### src/rtl/async_chan_arbiter.sv
// Round-robin arbiter that lets N clocked four-phase requesters share one
// self-timed channel whose acknowledge arrives asynchronously to clk.
module async_chan_arbiter #(
  parameter int N = 4,
  parameter int W = 8
) (
  input  logic           clk,
  input  logic           rstn,
  input  logic [N-1:0]   req_i,
  input  logic [N*W-1:0] data_i,
  output logic [N-1:0]   ack_o,
  output logic           out_req,
  output logic [W-1:0]   out_data,
  input  logic           out_ack,
  output logic [N-1:0]   grant_o,
  output logic           busy
);

  localparam int PW = (N > 1) ? $clog2(N) : 1;

  typedef enum logic [1:0] {IDLE, ISSUE, HOLD, RELEASE} state_t;

  state_t        state, state_d;
  logic [PW-1:0] ptr, ptr_d;
  logic          ack_meta, ack_s;
  logic [N-1:0]  ack_d, grant_d;
  logic          out_req_d;
  logic [W-1:0]  out_data_d;
  logic [PW-1:0] win;
  logic          win_vld;

  function automatic logic [PW-1:0] wrap_add(input logic [PW-1:0] base, input int k);
    int s;
    s = int'(base) + k;
    if (s >= N) s = s - N;
    return PW'(s);
  endfunction

  // out_ack is the only asynchronous input; nothing else may look at it raw.
  // NOTE: sequential state uses non-blocking assignments so every flop samples
  // the pre-edge value of its neighbours, which is what makes a flop chain work.
  always_ff @(posedge clk or negedge rstn) begin
    if (!rstn) begin
      ack_meta <= 1'b0;
      ack_s    <= 1'b0;
    end else begin
      ack_meta <= out_ack;
      ack_s    <= ack_meta;
    end
  end

  // Search upward from the requester after the last owner.
  always_comb begin
    win     = ptr;
    win_vld = 1'b0;
    for (int k = 1; k <= N; k++) begin
      if (!win_vld && req_i[wrap_add(ptr, k)]) begin
        win     = wrap_add(ptr, k);
        win_vld = 1'b1;
      end
    end
  end

  // NOTE: every signal written here gets a hold-value default first, so no
  // path through the case leaves one unassigned and no latch is inferred.
  always_comb begin
    state_d    = state;
    ptr_d      = ptr;
    ack_d      = ack_o;
    grant_d    = grant_o;
    out_req_d  = out_req;
    out_data_d = out_data;
    case (state)
      IDLE: begin
        if (win_vld) begin
          state_d      = ISSUE;
          ptr_d        = win;
          grant_d      = '0;
          grant_d[win] = 1'b1;
          out_data_d   = data_i[int'(win)*W +: W];
          out_req_d    = 1'b1;
        end
      end
      ISSUE: begin
        // The owner dropping its request here is a protocol error and is ignored.
        if (ack_s) begin
          state_d = HOLD;
          ack_d   = grant_o;
        end
      end
      HOLD: begin
        if (!req_i[ptr]) begin
          state_d   = RELEASE;
          out_req_d = 1'b0;
        end
      end
      RELEASE: begin
        if (!ack_s) begin
          state_d = IDLE;
          ack_d   = '0;
          grant_d = '0;
        end
      end
      default: state_d = IDLE;
    endcase
  end

  always_ff @(posedge clk or negedge rstn) begin
    if (!rstn) begin
      state    <= IDLE;
      ptr      <= PW'(N - 1);
      ack_o    <= '0;
      grant_o  <= '0;
      out_req  <= 1'b0;
      out_data <= '0;
      busy     <= 1'b0;
    end else begin
      state    <= state_d;
      ptr      <= ptr_d;
      ack_o    <= ack_d;
      grant_o  <= grant_d;
      out_req  <= out_req_d;
      out_data <= out_data_d;
      busy     <= (state_d != IDLE);
    end
  end

endmodule

### config.mk
export PLATFORM = sky130hd
export DESIGN_NAME = async_chan_arbiter
export DESIGN_NICKNAME = d
export VERILOG_FILES = /design/src/rtl/async_chan_arbiter.sv
export SDC_FILE = /design/constraint.sdc
export NUM_CORES = 1
export LEC_CHECK = 0
export CAP_MARGIN = 20
export CORE_MARGIN = 2
export CORE_UTILIZATION = 37
export DETAILED_ROUTE_END_ITERATION = 8
export PLACE_DENSITY_LB_ADDON = 0.25
export SYNTH_ARGS = -nofsm -noshare
export SYNTH_HDL_FRONTEND = slang
export SYNTH_SLANG_ARGS = --single-unit
### constraint.sdc
create_clock -name clk -period 1.7 [get_ports clk]
set_clock_uncertainty 0.1 [all_clocks]
set_input_delay 0.255 -clock clk [delete_from_list [all_inputs] [get_ports clk]]
set_output_delay 0.255 -clock clk [all_outputs]
set_load 0.03 [all_outputs]
==> run metrics, run 1 <==
power density over cell area 1680 mW/mm^2; final clock period utilization by the worst path 1.12; post-detail-place hpwl 2.84 mm; CP max-delay cell sky130_fd_sc_hd__dfstp_2; number of detailed-routing iterations run before antenna repair 4; number of port buffers 56; TritonCTS clock tree yes; number of enable flip-flop cells after synthesis 0; uppermost layer routed met4; part of the total power dissipated in the clock network 0.068; count of buffer and inverter cells on the critical path 1; final non-filler cell total 262; hold buffers post-CTS 0; cell with the most instances on the worst path sky130_fd_sc_hd__or2_1; sink count of the clock tree 24; number of antenna repair diodes 0; total track usage 0.209; area share of the leading cell type in the synthesized netlist 0.423; top-level I/O count 57; sequential-to-total area share from yosys stat 0.463; GP Congestion 0.846; Internal 0.00200 W; routed wire length on met2 2.15 mm; Warnings, synthesis 0; average routed wire per standard cell 15.6 um; chain of cells forming the critical path buf_4, mux4_2, or2_1, a32oi_1, or2_1; overflow left after global routing 0; launching element type of the critical path register; fin. max-slew vios 0; largest cells by area after synthesis sky130_fd_sc_hd__dfrtp_1, sky130_fd_sc_hd__nand2_1, sky130_fd_sc_hd__a221oi_1; number of CTS-inserted buffers 3; part of the total power dissipated in combinational logic 0.669; most frequently used cell type in the post-synthesis netlist sky130_fd_sc_hd__dfrtp_1; synth cell count leaders sky130_fd_sc_hd__dfrtp_1, sky130_fd_sc_hd__nand2_1, sky130_fd_sc_hd__nor2_1, sky130_fd_sc_hd__a21oi_1, sky130_fd_sc_hd__o21ai_0; combined area of all synthesized cells 0.00130 mm^2; max-capacitance violation count 0; highest fanout seen on the critical path 4; worst-case vdd ir drop 682 uV; Synth Instances 143; final routed wirelength across all metal layers 4.08 mm; initial core utilization 0.387; wire length on met3 217 um; Netlist cell types 31; per-instance average area after synthesis 9.11 um^2; Primary FF master, synth sky130_fd_sc_hd__dfrtp_1; post-layout worst setup margin -0.204 ns; Static Leak 0.941 nW; Synth Register Bits 24; Synth area leader sky130_fd_sc_hd__dfrtp_1; pin count of the biggest net entering global routing 25; first-pass GRT wire length 6.66 mm; via count of the routed design 1389; number of placed cells counting well taps 253; number of global-route vias before repair 1474; floorplan core area 0.00336 mm^2; setup TNS after final layout -2.32 ns; RSZ-0062 raised after global routing yes; power share of the sequential group 0.262; worst hold path type in2async; H-tree Lvls 1; Crit path required time 1.87 ns; number of vias per cell after detailed routing 5.30; violation count after the first detailed-route iteration 40; data arrival at the endpoint of the critical path 2.07 ns; endpoints failing hold 0; fraction of final layout cells with drive strength greater than 1 0.287; vertical extent of the die 63.3 um; clock slew at the register clock pins of the worst setup and hold paths 0.13 ns; switching power as a share of total power 0.478; net count of the finished layout 256; type of the setup path with the least slack reg2reg; overall die area 0.00401 mm^2; wire length on met1 1.65 mm; source-to-sink clock delay at the later pin of the worst-skew pair 0.31 ns; horizontal extent of the die 63.3 um; violations in the final reports setup timing; Post-route DRC 0; Least-Margin Pin Slew 0.322 ns; FFs w/ async S/R, synth 1.00; number of failing setup endpoints in the final timing report 16; post-layout min period 1.90 ns; run status finished, violations left; Clock Tree Root sky130_fd_sc_hd__clkbuf_4; P_sw 0.00183 W; CP top delay family flip-flops; CTS Buffer Depth 2; maximum clock frequency 525 MHz; delay of the slowest cell on the worst path 0.57 ns; number of placement rows 21; antenna violation net count after detailed routing 0; worst slew margin relative to its limit 0.785; initial antenna violation count 0; Post-Synthesis Net Count 182; P&R area growth vs syn 74.8%; kind of capture point of the worst setup path register
==> path summary, 6_finish.rpt <==
kind | from | to | slack, ns | cells past startpoint
worst max-delay path | ptr[0] | busy | -0.20 | 5
worst min register to register | ack_meta | ack_s | 0.27 | 0
worst min-delay path | rstn | ack_o[2] | 0.18 | 2
worst max register to register | ptr[0] | busy | -0.20 | 5
min in group clk | out_ack | ack_meta | 0.26 | 1
max in group asynchronous | rstn | ptr[0] | 1.04 | 2
==> stage by stage <==
step                      hold WS, ns  area, um^2  utilization  setup slack [ns]  power (W)
final                           0.178        2280        0.677            -0.204    0.00383
after CTS                       0.187        2170        0.645            -0.174    0.00360
after floorplan                -0.141        1300            -           -0.0930    0.00225
after detailed placement        0.245        2000        0.594            -0.513    0.00315
after global placement          0.240        2000        0.594            -0.440    0.00307
after global routing            0.185        2280        0.677            -0.260    0.00405
==> cells in the final DEF (no fill, tap or decap), types with 2 or more instances in the layout <==
cell,n
sky130_fd_sc_hd__and2_1,8
sky130_fd_sc_hd__a21oi_1,5
sky130_fd_sc_hd__a31oi_1,4
sky130_fd_sc_hd__dfstp_2,2
sky130_fd_sc_hd__o21ai_2,4
sky130_fd_sc_hd__dfrtp_1,22
sky130_fd_sc_hd__buf_6,4
sky130_fd_sc_hd__inv_1,2
sky130_fd_sc_hd__buf_4,16
sky130_fd_sc_hd__a211oi_1,2
sky130_fd_sc_hd__a21oi_4,3
sky130_fd_sc_hd__clkdlybuf4s50_1,38
sky130_fd_sc_hd__a221oi_4,3
sky130_fd_sc_hd__a221oi_2,5
sky130_fd_sc_hd__a21oi_2,4
sky130_fd_sc_hd__a211oi_2,7
sky130_fd_sc_hd__nand3_4,2
sky130_fd_sc_hd__o21ai_0,8
sky130_fd_sc_hd__nor2_1,13
sky130_fd_sc_hd__or2_1,2
sky130_fd_sc_hd__nand2_1,20
sky130_fd_sc_hd__nor2b_1,8
sky130_fd_sc_hd__dlygate4sd2_1,17
sky130_fd_sc_hd__clkbuf_4,3
sky130_fd_sc_hd__a211o_4,2
==> power groups by stage <==
stage	clock network, W	logic [W]	registers (W)
2_1_floorplan	0	0.000884	0.00137
3_5_place_dp	0	0.00212	0.00102
3_3_place_gp	0	0.00206	0.00101
6_report	0.000262	0.00256	0.00100
4_1_cts	0.000261	0.00233	0.00101
5_1_grt	0.000290	0.00273	0.00104
==> per-layer routing <==
metal	up-vias	global-route usage
li1	662	-
met1	672	0.228
met2	49	0.401
met3	6	0.0393
met4	0	0.0679
met5	-	0
==> kinds of logic after synthesis <==
kind of cell / after synthesis / synth area share
AO/OA/AOI/OAI: 49 / 0.260
buffers and inverters: 12 / 0.0461
flip-flops: 24 / 0.463
multiplexers: 1 / 0.0173
AND/OR/NAND/NOR: 57 / 0.213
==> registers in the layout, indices dropped and copies added (netlist names) <==
register  count
ack_meta      1
ack_o         4
ack_s         1
busy          1
grant_o       4
out_data      8
out_req       1
ptr           2
state         2
==> repair_timing <==
action | in CTS | in global routing
cloned | 2 | 0
pin swaps | 12 | 15
hold endpoints to repair | 0 | 0
resized for setup | 47 | 18
setup buffers | 1 | 2
setup endpoints to repair | 33 | 18
==> layout make-up <==
cell class                      count  area, um^2
Timing Repair Buffer               76         707
Fill cell                         289        1090
Inverter                            3        11.3
Clock buffer                        4        26.3
Tap cell                           46        57.6
Multi-Input combinational cell    109         872
Sequential cell                    24         603
==> worst register-to-register path, stage by stage (launching register included) <==
cell and delay (ns):
sky130_fd_sc_hd__dfstp_2 0.57, sky130_fd_sc_hd__buf_4 0.11, sky130_fd_sc_hd__mux4_2 0.48, sky130_fd_sc_hd__or2_1 0.24, sky130_fd_sc_hd__a32oi_1 0.23, sky130_fd_sc_hd__or2_1 0.12
No activity file was read; power rests on OpenSTA's default activity.
==> run 2, diff against run 1 <==
--- a/config.mk
+++ b/config.mk
@@ -9,6 +9,7 @@
 export CORE_MARGIN = 2
 export CORE_UTILIZATION = 37
 export DETAILED_ROUTE_END_ITERATION = 8
+export HOLD_SLACK_MARGIN = 0.05
 export PLACE_DENSITY_LB_ADDON = 0.25
 export SYNTH_ARGS = -nofsm -noshare
 export SYNTH_HDL_FRONTEND = slang
==> results of run 2 <==
No change in the layout: final DEF, timing and power equal those of run 1.
